--- src/rtl/frame_row_sched_if.sv ---
// Bus bundle between the frame row scheduler and its RX RAM, edge filter and TX line buffer.
// master = scheduler side, slave = surrounding datapath.
interface frame_row_sched_if #(
  parameter int IMG_W = 176,
  parameter int IMG_H = 240,
  parameter int PIX_W = 24,
  parameter int RES_W = 8
);
  localparam int AW = $clog2(IMG_W * IMG_H);
  localparam int CW = (IMG_W > 1) ? $clog2(IMG_W) : 1;
  localparam int RW = (IMG_H > 1) ? $clog2(IMG_H) : 1;

  logic             rx_frame_done;
  logic             rx_oe;
  logic [AW-1:0]    rx_addr;
  logic [PIX_W-1:0] rx_data;
  logic             pix_valid;
  logic [PIX_W-1:0] pix_data;
  logic             pix_ready;
  logic             res_valid;
  logic [RES_W-1:0] res_data;
  logic             tx_we;
  logic [CW-1:0]    tx_waddr;
  logic [RES_W-1:0] tx_wdata;
  logic             tx_frame_tick;
  logic             tx_frame_done;
  logic             busy;
  logic [RW-1:0]    row_idx;
  logic             frame_end;
  logic             res_err;

  modport master (
    input  rx_frame_done, rx_data, pix_ready, res_valid, res_data, tx_frame_done,
    output rx_oe, rx_addr, pix_valid, pix_data, tx_we, tx_waddr, tx_wdata,
           tx_frame_tick, busy, row_idx, frame_end, res_err
  );

  modport slave (
    output rx_frame_done, rx_data, pix_ready, res_valid, res_data, tx_frame_done,
    input  rx_oe, rx_addr, pix_valid, pix_data, tx_we, tx_waddr, tx_wdata,
           tx_frame_tick, busy, row_idx, frame_end, res_err
  );
endinterface

--- src/rtl/frame_row_sched.sv ---
// Row scheduler: streams one frame from the RX RAM through the filter into the TX line
// buffer a row at a time, with a 2-entry skid buffer absorbing filter backpressure.
module frame_row_sched #(
  parameter int IMG_W = 176,
  parameter int IMG_H = 240,
  parameter int PIX_W = 24,
  parameter int RES_W = 8
) (
  input  logic             clk,
  input  logic             reset,
  frame_row_sched_if.master bus
);
  localparam int AW = $clog2(IMG_W * IMG_H);
  localparam int CW = (IMG_W > 1) ? $clog2(IMG_W) : 1;
  localparam int RW = (IMG_H > 1) ? $clog2(IMG_H) : 1;

  localparam logic [CW:0]   ROW_LEN  = (CW+1)'(IMG_W);
  localparam logic [CW:0]   CNT_ONE  = (CW+1)'(1);
  localparam logic [AW-1:0] PTR_ONE  = AW'(1);
  localparam logic [RW-1:0] ROW_ONE  = RW'(1);
  localparam logic [RW-1:0] ROW_LAST = RW'(IMG_H - 1);

  typedef enum logic [2:0] {
    S_IDLE, S_ROW_RUN, S_TICK, S_WAIT_SET, S_WAIT_CLR, S_DONE
  } state_e;

  state_e           state_q, state_d;
  logic [AW-1:0]    rd_ptr_q, rd_ptr_d;
  logic [RW-1:0]    row_q, row_d;
  logic [CW:0]      issue_cnt_q, issue_cnt_d;
  logic [CW:0]      res_cnt_q, res_cnt_d;
  logic             inflight_q;
  logic [PIX_W-1:0] skid_q [2];
  logic             skid_rd_q, skid_wr_q;
  logic [1:0]       skid_occ_q;
  logic             tx_we_q;
  logic [CW-1:0]    tx_waddr_q;
  logic [RES_W-1:0] tx_wdata_q;
  logic             res_err_q;

  logic             issue, push, pop, res_ok, res_bad;
  logic [1:0]       occ_after_pop;

  // Occupancy is counted after this cycle's pop so a steady ready stream sustains 1 pixel/cycle.
  assign push          = inflight_q;
  assign pop           = (skid_occ_q != 2'd0) && bus.pix_ready;
  assign occ_after_pop = skid_occ_q - {1'b0, pop};
  assign issue         = (state_q == S_ROW_RUN) && (issue_cnt_q < ROW_LEN) &&
                         ((occ_after_pop + {1'b0, inflight_q}) < 2'd2);

  assign res_ok  = bus.res_valid && (state_q == S_ROW_RUN) && (res_cnt_q != ROW_LEN);
  assign res_bad = bus.res_valid && !res_ok;

  always_comb begin
    state_d     = state_q;
    rd_ptr_d    = rd_ptr_q;
    row_d       = row_q;
    issue_cnt_d = issue_cnt_q;
    res_cnt_d   = res_cnt_q;
    unique case (state_q)
      S_IDLE: begin
        if (bus.rx_frame_done) begin
          state_d     = S_ROW_RUN;
          rd_ptr_d    = '0;
          row_d       = '0;
          issue_cnt_d = '0;
          res_cnt_d   = '0;
        end
      end
      S_ROW_RUN: begin
        if (issue) begin
          rd_ptr_d    = rd_ptr_q + PTR_ONE;
          issue_cnt_d = issue_cnt_q + CNT_ONE;
        end
        if (res_ok) res_cnt_d = res_cnt_q + CNT_ONE;
        // The final write lands the cycle res_cnt hits ROW_LEN; the tick follows it.
        if (res_cnt_q == ROW_LEN) state_d = S_TICK;
      end
      S_TICK: state_d = S_WAIT_SET;
      S_WAIT_SET: begin
        if (bus.tx_frame_done) state_d = S_WAIT_CLR;
      end
      S_WAIT_CLR: begin
        if (!bus.tx_frame_done) begin
          if (row_q == ROW_LAST) begin
            state_d = S_DONE;
          end else begin
            state_d     = S_ROW_RUN;
            row_d       = row_q + ROW_ONE;
            issue_cnt_d = '0;
            res_cnt_d   = '0;
          end
        end
      end
      S_DONE:  state_d = S_IDLE;
      default: state_d = S_IDLE;
    endcase
  end

  always_ff @(posedge clk) begin
    if (!reset) begin
      state_q     <= S_IDLE;
      rd_ptr_q    <= '0;
      row_q       <= '0;
      issue_cnt_q <= '0;
      res_cnt_q   <= '0;
      inflight_q  <= 1'b0;
      skid_q[0]   <= '0;
      skid_q[1]   <= '0;
      skid_rd_q   <= 1'b0;
      skid_wr_q   <= 1'b0;
      skid_occ_q  <= 2'd0;
      tx_we_q     <= 1'b0;
      tx_waddr_q  <= '0;
      tx_wdata_q  <= '0;
      res_err_q   <= 1'b0;
    end else begin
      state_q     <= state_d;
      rd_ptr_q    <= rd_ptr_d;
      row_q       <= row_d;
      issue_cnt_q <= issue_cnt_d;
      res_cnt_q   <= res_cnt_d;
      inflight_q  <= issue;
      if (push) begin
        skid_q[skid_wr_q] <= bus.rx_data;
        skid_wr_q         <= ~skid_wr_q;
      end
      if (pop) skid_rd_q <= ~skid_rd_q;
      skid_occ_q <= skid_occ_q + {1'b0, push} - {1'b0, pop};
      tx_we_q    <= res_ok;
      if (res_ok) begin
        tx_waddr_q <= res_cnt_q[CW-1:0];
        tx_wdata_q <= bus.res_data;
      end
      if (res_bad) res_err_q <= 1'b1;
    end
  end

  assign bus.rx_oe         = issue;
  assign bus.rx_addr       = rd_ptr_q;
  assign bus.pix_valid     = (skid_occ_q != 2'd0);
  assign bus.pix_data      = skid_q[skid_rd_q];
  assign bus.tx_we         = tx_we_q;
  assign bus.tx_waddr      = tx_waddr_q;
  assign bus.tx_wdata      = tx_wdata_q;
  assign bus.tx_frame_tick = (state_q == S_TICK);
  assign bus.busy          = (state_q != S_IDLE) && (state_q != S_DONE);
  assign bus.row_idx       = row_q;
  assign bus.frame_end     = (state_q == S_DONE);
  assign bus.res_err       = res_err_q;

endmodule

--- src/flat_wrapper.sv ---
// flat-port wrapper written by rule: the top's interface ports become plain ports
module frame_row_sched_flat 
#(
  parameter int IMG_W = 176,
  parameter int IMG_H = 240,
  parameter int PIX_W = 24,
  parameter int RES_W = 8
)
  (clk, reset, bus_rx_frame_done, bus_rx_data, bus_pix_ready, bus_res_valid, bus_res_data, bus_tx_frame_done, bus_rx_oe, bus_rx_addr, bus_pix_valid, bus_pix_data, bus_tx_we, bus_tx_waddr, bus_tx_wdata, bus_tx_frame_tick, bus_busy, bus_row_idx, bus_frame_end, bus_res_err);
  frame_row_sched_if #(.IMG_W(IMG_W), .IMG_H(IMG_H), .PIX_W(PIX_W), .RES_W(RES_W)) bus_i ();
  input  logic clk;
  input  logic reset;
  input wire logic [$bits(bus_i.rx_frame_done)-1:0] bus_rx_frame_done;
  input wire logic [$bits(bus_i.rx_data)-1:0] bus_rx_data;
  input wire logic [$bits(bus_i.pix_ready)-1:0] bus_pix_ready;
  input wire logic [$bits(bus_i.res_valid)-1:0] bus_res_valid;
  input wire logic [$bits(bus_i.res_data)-1:0] bus_res_data;
  input wire logic [$bits(bus_i.tx_frame_done)-1:0] bus_tx_frame_done;
  output wire logic [$bits(bus_i.rx_oe)-1:0] bus_rx_oe;
  output wire logic [$bits(bus_i.rx_addr)-1:0] bus_rx_addr;
  output wire logic [$bits(bus_i.pix_valid)-1:0] bus_pix_valid;
  output wire logic [$bits(bus_i.pix_data)-1:0] bus_pix_data;
  output wire logic [$bits(bus_i.tx_we)-1:0] bus_tx_we;
  output wire logic [$bits(bus_i.tx_waddr)-1:0] bus_tx_waddr;
  output wire logic [$bits(bus_i.tx_wdata)-1:0] bus_tx_wdata;
  output wire logic [$bits(bus_i.tx_frame_tick)-1:0] bus_tx_frame_tick;
  output wire logic [$bits(bus_i.busy)-1:0] bus_busy;
  output wire logic [$bits(bus_i.row_idx)-1:0] bus_row_idx;
  output wire logic [$bits(bus_i.frame_end)-1:0] bus_frame_end;
  output wire logic [$bits(bus_i.res_err)-1:0] bus_res_err;
  assign bus_i.rx_frame_done = bus_rx_frame_done;
  assign bus_i.rx_data = bus_rx_data;
  assign bus_i.pix_ready = bus_pix_ready;
  assign bus_i.res_valid = bus_res_valid;
  assign bus_i.res_data = bus_res_data;
  assign bus_i.tx_frame_done = bus_tx_frame_done;
  assign bus_rx_oe = bus_i.rx_oe;
  assign bus_rx_addr = bus_i.rx_addr;
  assign bus_pix_valid = bus_i.pix_valid;
  assign bus_pix_data = bus_i.pix_data;
  assign bus_tx_we = bus_i.tx_we;
  assign bus_tx_waddr = bus_i.tx_waddr;
  assign bus_tx_wdata = bus_i.tx_wdata;
  assign bus_tx_frame_tick = bus_i.tx_frame_tick;
  assign bus_busy = bus_i.busy;
  assign bus_row_idx = bus_i.row_idx;
  assign bus_frame_end = bus_i.frame_end;
  assign bus_res_err = bus_i.res_err;
  frame_row_sched #(.IMG_W(IMG_W), .IMG_H(IMG_H), .PIX_W(PIX_W), .RES_W(RES_W)) u_core (.clk(clk), .reset(reset), .bus(bus_i));
endmodule
--- config.mk ---
export PLATFORM = sky130hd
export DESIGN_NAME = frame_row_sched_flat
export DESIGN_NICKNAME = d
export VERILOG_FILES = /design/src/rtl/frame_row_sched_if.sv /design/src/rtl/frame_row_sched.sv /design/src/flat_wrapper.sv
export SDC_FILE = /design/constraint.sdc
export NUM_CORES = 1
export LEC_CHECK = 0
export ABC_AREA = 1
export CAP_MARGIN = 5
export CORE_UTILIZATION = 37
export CTS_BUF_LIST = sky130_fd_sc_hd__clkbuf_4
export CTS_CLUSTER_SIZE = 10
export DETAILED_ROUTE_END_ITERATION = 8
export PLACE_DENSITY = 0.68
export SLEW_MARGIN = 10
export SYNTH_ARGS = -nofsm -noshare
export SYNTH_HDL_FRONTEND = slang
export SYNTH_SLANG_ARGS = --single-unit
export TNS_END_PERCENT = 30
--- constraint.sdc ---
create_clock -name clk -period 4.6 [get_ports clk]
set_clock_uncertainty 0.1 [all_clocks]
set_input_delay 0.69 -clock clk [delete_from_list [all_inputs] [get_ports clk]]
set_output_delay 0.69 -clock clk [all_outputs]
set_load 0.03 [all_outputs]
**Word level (Yosys, flattened, before mapping)**

Memories as Yosys holds them, arrays and structs flattened. A register that Yosys moved wholly into a read port is not among the register bits.
Cells that the tools add are included.
Widths: inputs -> output; s select.

- Flip-flop bits (word level): 68
- RAM bits: 48
- Input port bits: 38
- Output and inout port bits: 71
- Memories: 1

Memories:

| memory | depth | width | rd ports | clocked after Yosys merged registers in | wr ports | RTL line | source |
|---|---|---|---|---|---|---|---|
| u_core.skid_q | 2 | 24 | 1 | 1 | 2 | frame_row_sched.sv:33 | `logic [PIX_W-1:0] skid_q [2];` |

- $add $sub $neg: 8
- Order comparisons: 2
- Equality and inequality tests: 16
- Multiplexer cells: 29
- Bitwise logic cells: 2
- Reductions and logical operators: 20

Operators with widths:

| cell | count |
|---|---|
| $pmux 9 s3 | 2 |
| $mux 9 | 5 |
| $mux 16 | 2 |
| $pmux 16 s2 | 1 |
| $mux 24 | 1 |
| $mux 8 | 3 |
| $reduce_or 24->1 | 1 |
| $add 9x1->9 const B | 2 |
| $add 16x1->16 const B | 1 |
| $pmux 8 s2 | 1 |
| $mux 3 | 5 |
| $pmux 3 s5 | 1 |
| $ne 2x2->1 const B | 6 |
| $reduce_and 5->1 | 2 |
| $eq 9x8->1 const B | 1 |
| $lt 9x8->1 const B | 1 |
| $ne 9x8->1 const B | 1 |
| $add 8x1->8 const B | 1 |
| $eq 8x8->1 const B | 1 |
| $mux 1 | 8 |
| $reduce_and 4->1 | 2 |
| $logic_and 1x1->1 | 7 |
| $eq 3x2->1 const B | 2 |
| $eq 3x3->1 const B | 2 |
| 12 further kinds | 18 |

**Longest topological paths before layout**

Gate-level depths: netlist of run 1.

- Depth after elaboration: 8
- Mapped depth: 17
- Gate-level depth less buffers: 17

**Worst setup path before layout of run 1**

Ideal clock, no wire load.

- Path kind: reg-to-output
- Start: register u_core.skid_occ_q[1]
- End: output bus_rx_oe
- Data arrival time: 1,904 ps
- Data required time: 3,810 ps
- Setup slack: 1,906 ps
- Cell stages (with the launch flop): 14
- Path through: dfxtp_1 > or2_2 > nand2_1 > inv_1 > ha_1 > inv_1 > ha_1 > inv_1 > nand2_1 > nand2_1 > nand2_1 > nand2_1 > nand2_2 > inv_1

- Word-level cells in the longest chain between the ends: 6

Ends and longest elaborated chain:

| what | RTL line | source |
|---|---|---|
| start: declaration | frame_row_sched.sv:35 | `logic [1:0] skid_occ_q;` |
| start signal: assignment | frame_row_sched.sv:129 | `skid_occ_q <= skid_occ_q + {1'b0, push} - {1'b0, pop};` |
| $reduce_bool 2->1 | n/a |  |
| via bus_pix_valid | flat_wrapper.sv:21 | `output wire logic [$bits(bus_i.pix_valid)-1:0] bus_pix_valid;` |
| $logic_and 1x1->1 | frame_row_sched.sv:46 | `assign pop = (skid_occ_q != 2'd0) && bus.pix_ready;` |
| via u_core.pop | frame_row_sched.sv:41 | `logic issue, push, pop, res_ok, res_bad;` |
| $sub 2x1->2 | frame_row_sched.sv:47 | `assign occ_after_pop = skid_occ_q - {1'b0, pop};` |
| $add 2x1->2 | frame_row_sched.sv:49 | `((occ_after_pop + {1'b0, inflight_q}) < 2'd2);` |
| $lt 2x2->1 | frame_row_sched.sv:49 |  |
| $logic_and 1x1->1 | frame_row_sched.sv:48 | `assign issue = (state_q == S_ROW_RUN) && (issue_cnt_q < ROW_LEN) &&` |
| end: declaration | flat_wrapper.sv:19 | `output wire logic [$bits(bus_i.rx_oe)-1:0] bus_rx_oe;` |

The timed path passes the listed nets, and every way through them passes these cells.

**Worst setup path after layout of run 1**

- Start: input bus_pix_ready
- End: output bus_rx_oe

- Word-level cells in the longest chain between the ends: 5

Ends and longest elaborated chain:

| what | RTL line | source |
|---|---|---|
| start: declaration | flat_wrapper.sv:15 | `input wire logic [$bits(bus_i.pix_ready)-1:0] bus_pix_ready;` |
| $logic_and 1x1->1 | frame_row_sched.sv:46 |  |
| via u_core.pop | frame_row_sched.sv:41 |  |
| $sub 2x1->2 | frame_row_sched.sv:47 |  |
| $add 2x1->2 | frame_row_sched.sv:49 |  |
| $lt 2x2->1 | frame_row_sched.sv:49 |  |
| $logic_and 1x1->1 | frame_row_sched.sv:48 |  |

The timed path passes the listed nets, and every way through them passes these cells.

==> results.yml, run 1 <==
power:
  irDropWorstVdd_uv: 274
  power_density_mw_per_mm2: 464
  p_leak_uw: 0.00275
detailed_routing:
  routed-via-count: 4781
  wire_per_inst_um: 12.6
  drcViolationCount: 12
  ant_nets: 0
  drt_iter0_drc: 233
  wl_mm: 12.6
  drt-pass1-iter-count: 6
  vias_per_cell: 4.78
layout:
  final_cells: 1001
  drive_gt1_share_pct: 10.5
  antenna_cells: 0
  stdcell_area_mm2: 0.00717
  synthToLayoutAreaGrowth_pct: 26.7
  fillCellCount: 1434
  utilization_pct: 48.8
  fin_nets: 849
grt:
  grt_max_degree: 34
  grt_pass1_wl_mm: 21.3
  antenna_found_initial: 0
  grt_pass1_vias: 4424
  grt.overflow.total: 0
  grtUsageTotal_pct: 16.9
logic_synthesis:
  ys_async_sr_fraction_pct: 0
  synth-adder-area-share_pct: 1.55
  synthFlopType: "dfxtp_1"
  netlist_area_mm2: 0.00566
  yosys.area.top_type_share_pct: 25.5
  synth_mux_area_share_pct: 4.78
  synth_top_area_cell: "edfxtp_1"
  synth_edf_count: 48
  synth_top_family_by_area: "simple AND/OR/NAND/NOR gates"
  synthTopCellsByArea: "edfxtp_1 (25%), dfxtp_1 (24%), nand2_1 (8.9%)"
  synth_cell_types: 32
  synthCells: 696
  synth_compound_area_share_pct: 7.10
  yosys_warnings: 0
  ys_seq_area_share_pct: 49.9
  mappedNetlistNets: 741
  synthSimpleGateAreaFrac_pct: 27.6
  synth-xor-area-share_pct: 1.39
  ys_ff_latch: 117
  syn_avg_cell_area_um2: 8.13
worst_setup_path:
  crit_top_cell: "inv_1"
  r2r-start: "u_core.skid_occ_q[1]"
  worstPathArrival_ns: 3.09
  r2r_slack_ns: 1.93
  cpPeakStageDelay_ns: 0.70
  cp_max_fo: 5
  critPathTopFamily: "buffers and inverters"
  rr_worst_depth: 16
  cp-end-kind: "output port"
  worstPathRequired_ns: 3.81
  startpoint_type: "primary input"
  reg2reg_to: "u_core.bus.rx_addr[1]"
  path_buf_inv: 6
  startpoint: "bus_pix_ready"
  path_cells: "clkdlybuf4s50_1 -> nand2_1 -> inv_1 -> ha_1 -> inv_1 -> ha_1 -> inv_1 -> nand2_1 -> nand3b_1 -> nand2_1 -> nand2_2 -> inv_1 -> clkdlybuf4s50_1"
  criticalPathCategory: "in -> out"
  critPathSlowestCell: "clkdlybuf4s50_1"
run:
  max-cap-violations: 0
sta:
  setup_violations: 0
  maxSlewViolCount: 0
  relSlewSlack_pct: 26.6
  setup_slack_ns: 0.722
  period_share_pct: 84.3
  rsz0062_at_grt: "false"
  worst_pin_slew_ns: 1.10
  post-route-min-period_ns: 3.88
  setup_tns_ns: 0
  fmax_mhz: 258
  finalHoldViolations: 0
clocking:
  cts_resized: 0
  cts_max_path_buffers: 2
  clk_latency_ns: 0.54
  root_buffer: "clkbuf_4"
  cts.sinks: 117
  cts_tree: "yes"
  clk_pin_slew_worst_paths_ns: 0.10
  cts_buffers: 17
  post_cts_buffers: 0
  postCtsHoldBufs: 0
  cts.htree.levels: 4
placement:
  dp.cells: 969
  place_hpwl_mm: 8.48
  port_buffers: 108
  placed_area_mm2: 0.00687
  gp_congestion: 0.814
  pre_cts_ws_ns: 0.727
die:
  initial_utilization_pct: 38.5
  num_rows: 44
  die_h_um: 126
  ios: 109
  core-area_mm2: 0.0147
  die_x_um: 126
  die_area_mm2: 0.0158
hold_path:
  min-delay-start: "u_core.issue_cnt_q[8]"
  holdCritPathClass: "reg -> reg"
  hold_depth: 2
  min_to: "u_core.issue_cnt_q[8]"
status:
  status: "finished with violations"
  violations: "design-rule violations"
==> state kept, by name, summed over array words and instances (netlist names), named ones only <==
signal	count
u_core.skid_occ_q	2
u_core.bus.tx_wdata	8
u_core.skid_wr_q	1
u_core.inflight_q	1
u_core.skid_rd_q	1
u_core.bus.res_err	1
u_core.state_q	3
u_core.res_cnt_q	9
u_core.bus.rx_addr	16
u_core.issue_cnt_q	9
u_core.skid_q	48
u_core.bus.tx_waddr	8
u_core.bus.tx_we	1
u_core.bus.row_idx	8
==> power breakdown <==
group	switching, uW	leakage [uW]	internal, uW
combinational	789	0.00153	447
clock	377	0.000160	403
sequential	107	0.00106	1200
total	1270	0.00275	2050
==> metrics by stage <==
step                power [uW]  hold slack, ns
global route              3530           0.383
floorplan                 2190           0.319
global placement          2570           0.332
CTS                       3360           0.355
detailed placement        2580           0.338
finish                    3330           0.350
==> worst max-delay path by stage <==
stage / endpoint / slack [ns] / depth (start not counted)
finish: bus_rx_oe / 0.72 / 13
global route: bus_rx_oe / 0.49 / 14
CTS: bus_rx_oe / 0.69 / 14
detailed placement: bus_rx_oe / 0.73 / 13
global placement: bus_rx_oe / 0.79 / 13
floorplan: bus_rx_oe / 1.91 / 13
==> cells in the mapped netlist (2+ instances only) <==
cell	n
a21oi_1	48
buf_2	2
buf_4	2
buf_6	4
clkbuf_1	15
dfxtp_1	69
edfxtp_1	48
ha_1	7
inv_1	76
inv_2	5
mux2_2	24
nand2_1	134
nand2_2	5
nand2_4	3
nand3_1	48
nand3b_1	3
nand4_1	13
nor2_1	129
nor2_2	3
nor2_4	3
nor3_1	7
nor3b_1	3
o21ai_0	25
o21bai_1	2
or2_2	4
xnor2_1	5
xor2_1	4
==> kinds of logic after synthesis <==
family | Yosys count
adders and majority gates | 7
and+or+nand+nor | 357
buffers and inverters | 105
muxes | 24
AOI/OAI and AO/OA | 77
xor gates and xnor gates | 9
DFF | 117
==> metal layers <==
| metal | part of all wire (%) | track usage, % |
|---|---|---|
| met2 | 44 | 26.8 |
| met3 | 6.1 | 4.63 |
| met4 | 1.5 | 6.46 |
| met1 | 49 | 21.9 |
| met5 | 0 | 0 |
==> worst min-delay path, cell delays in order, from the launching register on <==
cell and delay, ns:
dfxtp_1 0.32, nand2_1 0.06, nor2_1 0.03
==> cell type report <==
type	instances	area [um2]	area share, %
Clock buffer	22	165	2.30
Clock inverter	10	133	1.85
Inverter	82	308	4.29
Multi-Input combinational cell	474	2400	33.5
Sequential cell	117	2820	39.4
Tap cell	184	230	3.21
Timing Repair Buffer	112	1110	15.5
==> layout by cell type, fill, tap and decap left out, types with 7 or more instances in the layout <==
master,count
edfxtp_1,48
o21ai_0,25
ha_1,7
nand2_1,134
nor3_1,7
nor2_1,129
a21oi_1,48
mux2_2,24
inv_1,76
nand4_1,13
clkbuf_4,22
clkdlybuf4s50_1,108
dfxtp_1,69
nand3_1,48
No activity file was read; power rests on OpenSTA's default activity.
==> run 2, diff against run 1 <==
Clock period 4.6 ns to 3.8 ns, I/O delays scaled along.
==> run 2 against run 1 <==
Against the previous run: critical endpoint unchanged; final area increased by 0.75%; combinational power is 23% higher; final cell count rose by 0.40%; sequential share of layout area fell by 0.29 points; the flow still finishes with violations (design-rule violations); die area stayed put; worst hold slack hardly changed; highest routed layer unchanged; largest cell class unchanged; non-clock buffer count rose by 4; via count barely moved; utilization up 0.37 points; clock power grew 28%; sequential power up 18%.
==> results.yml, run 2 (synthesis gave the netlist of run 1 again) <==
hold_path:
  min-delay-start: "u_core.issue_cnt_q[8]"
  holdCritPathClass: "reg -> reg"
  hold_depth: 2
  min_to: "u_core.issue_cnt_q[8]"
clocking:
  cts.sinks: 117
  root_buffer: "clkbuf_4"
  cts.htree.levels: 4
  clk_pin_slew_worst_paths_ns: 0.10
  cts_max_path_buffers: 2
  post_cts_buffers: 0
  cts_buffers: 17
  cts_tree: "yes"
  clk_latency_ns: 0.53
grt:
  grt_pass1_vias: 4488
  grtUsageTotal_pct: 16.6
  grt_pass1_wl_mm: 21.0
  grt_max_degree: 30
  grt.overflow.total: 0
  antenna_found_initial: 0
sta:
  rsz0062_at_grt: "false"
  fmax_mhz: 308
  setup_tns_ns: 0
  relSlewSlack_pct: 64.7
  finalHoldViolations: 0
  worst_pin_slew_ns: 0.529
  period_share_pct: 85.4
  setup_violations: 0
  post-route-min-period_ns: 3.25
  maxSlewViolCount: 0
layout:
  layout_commonest_cell: "nand2_1"
  largest_reg_flops: 48
  drive_gt1_share_pct: 10.7
  synthToLayoutAreaGrowth_pct: 27.7
  utilization_pct: 49.1
  top_register: "u_core.skid_q"
  final_cell_mix: "nand2_1 (134), nor2_1 (129), clkdlybuf4s50_1 (107)"
  fin_nets: 853
  antenna_cells: 0
power:
  p_leak_uw: 0.00278
  power_density_mw_per_mm2: 566
  irDropWorstVdd_uv: 358
placement:
  port_buffers: 108
  place_hpwl_mm: 8.35
  gp_congestion: 0.802
die:
  die_x_um: 126
  num_rows: 44
  ios: 109
  die_area_mm2: 0.0158
  initial_utilization_pct: 38.5
  core-area_mm2: 0.0147
  die_h_um: 126
worst_setup_path:
  criticalPathCategory: "reg -> out"
  rr_worst_depth: 16
  r2r-start: "u_core.skid_occ_q[1]"
  worstPathRequired_ns: 3.13
  cp_max_fo: 5
  cp-end-kind: "output port"
  r2r_slack_ns: 1.09
  reg2reg_to: "u_core.bus.rx_addr[1]"
  worstPathArrival_ns: 2.58
  startpoint_type: "register"
detailed_routing:
  wire_per_inst_um: 12.4
  ant_nets: 0
  wl_mm: 12.4
  drcViolationCount: 12
  drt-pass1-iter-count: 9
  drt_iter0_drc: 306
  vias_per_cell: 4.76
  routed-via-count: 4784
status:
  violations: "design-rule violations"
  status: "finished with violations"
run:
  max-cap-violations: 0
==> run 2: cell count changes in the layout (fill, tap and decap cells not counted) <==
cell and change:
buf_4 +4, bufinv_16 +1, clkbuf_4 -4, clkdlybuf4s50_1 -1
clkinv_1 +2, clkinv_2 -2, clkinvlp_4 +2, dlymetal6s2s_1 +1
inv_6 +1
==> run 2: per-layer routing <==
metal	wire, um	global-route usage [%]	part of all wire [%]
met1	5820	21.2	47
met2	5630	26.5	45
met3	811	4.55	6.5
met4	155	6.81	1.2
met5	0	0	0
==> run 2: worst max-delay path by stage <==
stage                                     from         to  slack (ns)
after floorplan           u_core.skid_occ_q[1]  bus_rx_oe        1.23
after global placement           bus_pix_ready  bus_rx_oe        0.28
after detailed placement         bus_pix_ready  bus_rx_oe        0.28
after CTS                 u_core.skid_occ_q[1]  bus_rx_oe         0.1
after global routing      u_core.skid_occ_q[1]  bus_rx_oe        0.31
final                     u_core.skid_occ_q[1]  bus_rx_oe        0.55
==> run 2: worst max-delay path: stages, from the launching register on <==
cell and delay [ns]:
dfxtp_1 0.33, or2_2 0.31, nand2_1 0.06, inv_1 0.07, ha_1 0.29, inv_1 0.06, ha_1 0.15, inv_1 0.04
nand2_1 0.07, nand3b_1 0.08, nand2_1 0.10, nand2_2 0.06, inv_1 0.12, dlymetal6s2s_1 0.32
==> run 2: area by class of cell <==
class	instances	area, um2
Fill cell	1427	7480
Sequential cell	117	2820
Multi-Input combinational cell	474	2400
Timing Repair Buffer	116	1140
Inverter	82	308
Tap cell	184	230
Clock inverter	14	184
Clock buffer	18	135
==> run 2: repair_timing <==
action | 4_1_cts | 5_1_grt
resized for setup | 0 | 1
endpoints found under the setup margin | 0 | 1
hold buffers | 0 | 0
endpoints found under the hold margin | 0 | 0
==> run 2: where the power goes <==
group          total, uW  switching, uW  internal, uW  leakage, uW
logic               1530            978           551      0.00157
registers           1550           98.4          1460      0.00106
clock network       1000            478           523     0.000156
==> run 2: metrics by stage <==
stage	std cells	hold slack, ns	setup slack, ns	power (uW)	cell area, um2
floorplan	696	0.319	1.23	2650	5660
global placement	973	0.333	0.282	3110	6900
detailed placement	973	0.334	0.275	3120	6900
CTS	1005	0.351	0.0970	4130	7220
global route	1005	0.388	0.314	4350	7220
finish	1005	0.349	0.553	4090	7220
==> run 3, diff against run 2 <==
Settings changed: CORE_MARGIN set to 2.
==> run 3 against run 2 <==
Against the previous run: wire length increased by 0.48%; largest power group unchanged; highest routed layer unchanged; critical path depth increased by 1; the run now ends clean; worst hold slack improved by 0.013 ns; non-clock buffer count unchanged.
==> results.yml, run 3 (synthesis gave the netlist of run 1 again) <==
placement:
  pre_cts_ws_ns: 0.274
  gp_congestion: 0.838
  place_hpwl_mm: 8.16
  port_buffers: 108
  placed_area_mm2: 0.00691
hold_path:
  holdCritPathClass: "reg -> reg"
detailed_routing:
  wire_per_inst_um: 12.4
  vias_per_cell: 4.72
  ant_nets: 0
  wl_mm: 12.5
  routed-via-count: 4764
  drt_iter0_drc: 266
  drt-pass1-iter-count: 4
  drcViolationCount: 0
sta:
  setup_violations: 0
  post-route-min-period_ns: 3.27
  period_share_pct: 86.0
  finalHoldViolations: 0
  holdWs_ns: 0.363
  setup_tns_ns: 0
  rsz0062_at_grt: "false"
  worst_pin_slew_ns: 0.506
  setup_slack_ns: 0.532
  maxSlewViolCount: 0
  relSlewSlack_pct: 66.2
  fmax_mhz: 306
die:
  ios: 109
  die_area_mm2: 0.0163
  num_rows: 45
  core-area_mm2: 0.0151
  initial_utilization_pct: 37.5
  die_x_um: 128
  die_h_um: 128
layout:
  final_cell_mix: "nand2_1 (134), nor2_1 (129), clkdlybuf4s50_1 (107)"
  layout_commonest_cell: "nand2_1"
  antenna_cells: 0
  drive_gt1_share_pct: 10.5
  synthToLayoutAreaGrowth_pct: 26.9
  fin_nets: 853
  utilization_pct: 47.6
  largest_reg_flops: 48
  top_register: "u_core.skid_q"
  stdcell_area_mm2: 0.00718
clocking:
  cts_max_path_buffers: 2
  clk_latency_ns: 0.54
  cts.htree.levels: 4
  root_buffer: "clkbuf_4"
  clk_pin_slew_worst_paths_ns: 0.10
  cts.sinks: 117
  postCtsHoldBufs: 0
  cts_buffers: 17
  cts_tree: "yes"
grt:
  grt_max_degree: 30
  grtUsageTotal_pct: 15.6
  grt_pass1_wl_mm: 20.5
  grt_pass1_vias: 4291
  grt.overflow.total: 0
  antenna_found_initial: 0
worst_setup_path:
  critPathSlowestCell: "dfxtp_1"
  criticalPathCategory: "reg -> out"
  worstPathArrival_ns: 2.60
  crit_top_cell: "nand2_1"
  path_buf_inv: 5
  cp_max_fo: 5
  startpoint_type: "register"
  worstPathRequired_ns: 3.13
  cp-end-kind: "output port"
  cpPeakStageDelay_ns: 0.33
  path_cells: "or2_2 -> nand2_1 -> inv_1 -> ha_1 -> inv_1 -> ha_1 -> inv_1 -> nand2_1 -> nand2_1 -> nand2_1 -> nand2_1 -> nand2_2 -> inv_1 -> dlymetal6s2s_1"
  critPathTopFamily: "simple AND/OR/NAND/NOR gates"
status:
  status: "finished, final reports clean"
power:
  power_density_mw_per_mm2: 552
  p_leak_uw: 0.00276
  irDropWorstVdd_uv: 408
run:
  max-cap-violations: 0
run 3: changes by cell type in the layout (fill, tap and decap cells not counted):
cell / delta
clkinv_2: -1
clkinvlp_4: -1
clkinv_1: +2
bufinv_16: -2
clkinv_4: +2
run 3: final timing paths:
path	startpoint	endpoint	slack [ns]	cells after the start
max	u_core.skid_occ_q[1]	bus_rx_oe	0.53	14
min	u_core.skid_rd_q	u_core.skid_rd_q	0.36	1
max reg2reg	u_core.skid_occ_q[1]	u_core.bus.rx_addr[1]	1.08	17
min reg2reg	u_core.skid_rd_q	u_core.skid_rd_q	0.36	1
run 3: layout make-up:
type	count	area, um2
Clock buffer	18	135
Tap cell	188	235
Inverter	82	308
Sequential cell	117	2820
Timing Repair Buffer	116	1140
Fill cell	1471	7910
Multi-Input combinational cell	474	2400
Clock inverter	14	136
run 3: per-layer routing:
metal | GRT usage [%] | share of wire, % | up-vias
met2 | 24.2 | 43 | 131
met1 | 20.8 | 49 | 2133
met4 | 4.46 | 1.2 | 0
li1 | - | - | 2485
met3 | 5.28 | 6.3 | 15
met5 | 0 | 0 | -
run 3: what timing repair did:
| action | 4_1_cts | 5_1_grt |
|---|---|---|
| setup buffers | 0 | 0 |
| endpoints found under the setup margin | 0 | 1 |
| resized for setup | 0 | 1 |
run 3: through the flow:
| step | cells | total power, uW |
|---|---|---|
| 6_report | 1009 | 3970 |
| 5_1_grt | 1009 | 4220 |
| 4_1_cts | 1009 | 4010 |
| 3_5_place_dp | 977 | 3120 |
| 3_3_place_gp | 977 | 3110 |
| 2_1_floorplan | 696 | 2650 |
run 3: power by group:
part           internal (uW)  leakage [uW]  switching, uW
registers               1460       0.00106            100
logic                    552       0.00157            977
clock network            390      0.000135            492
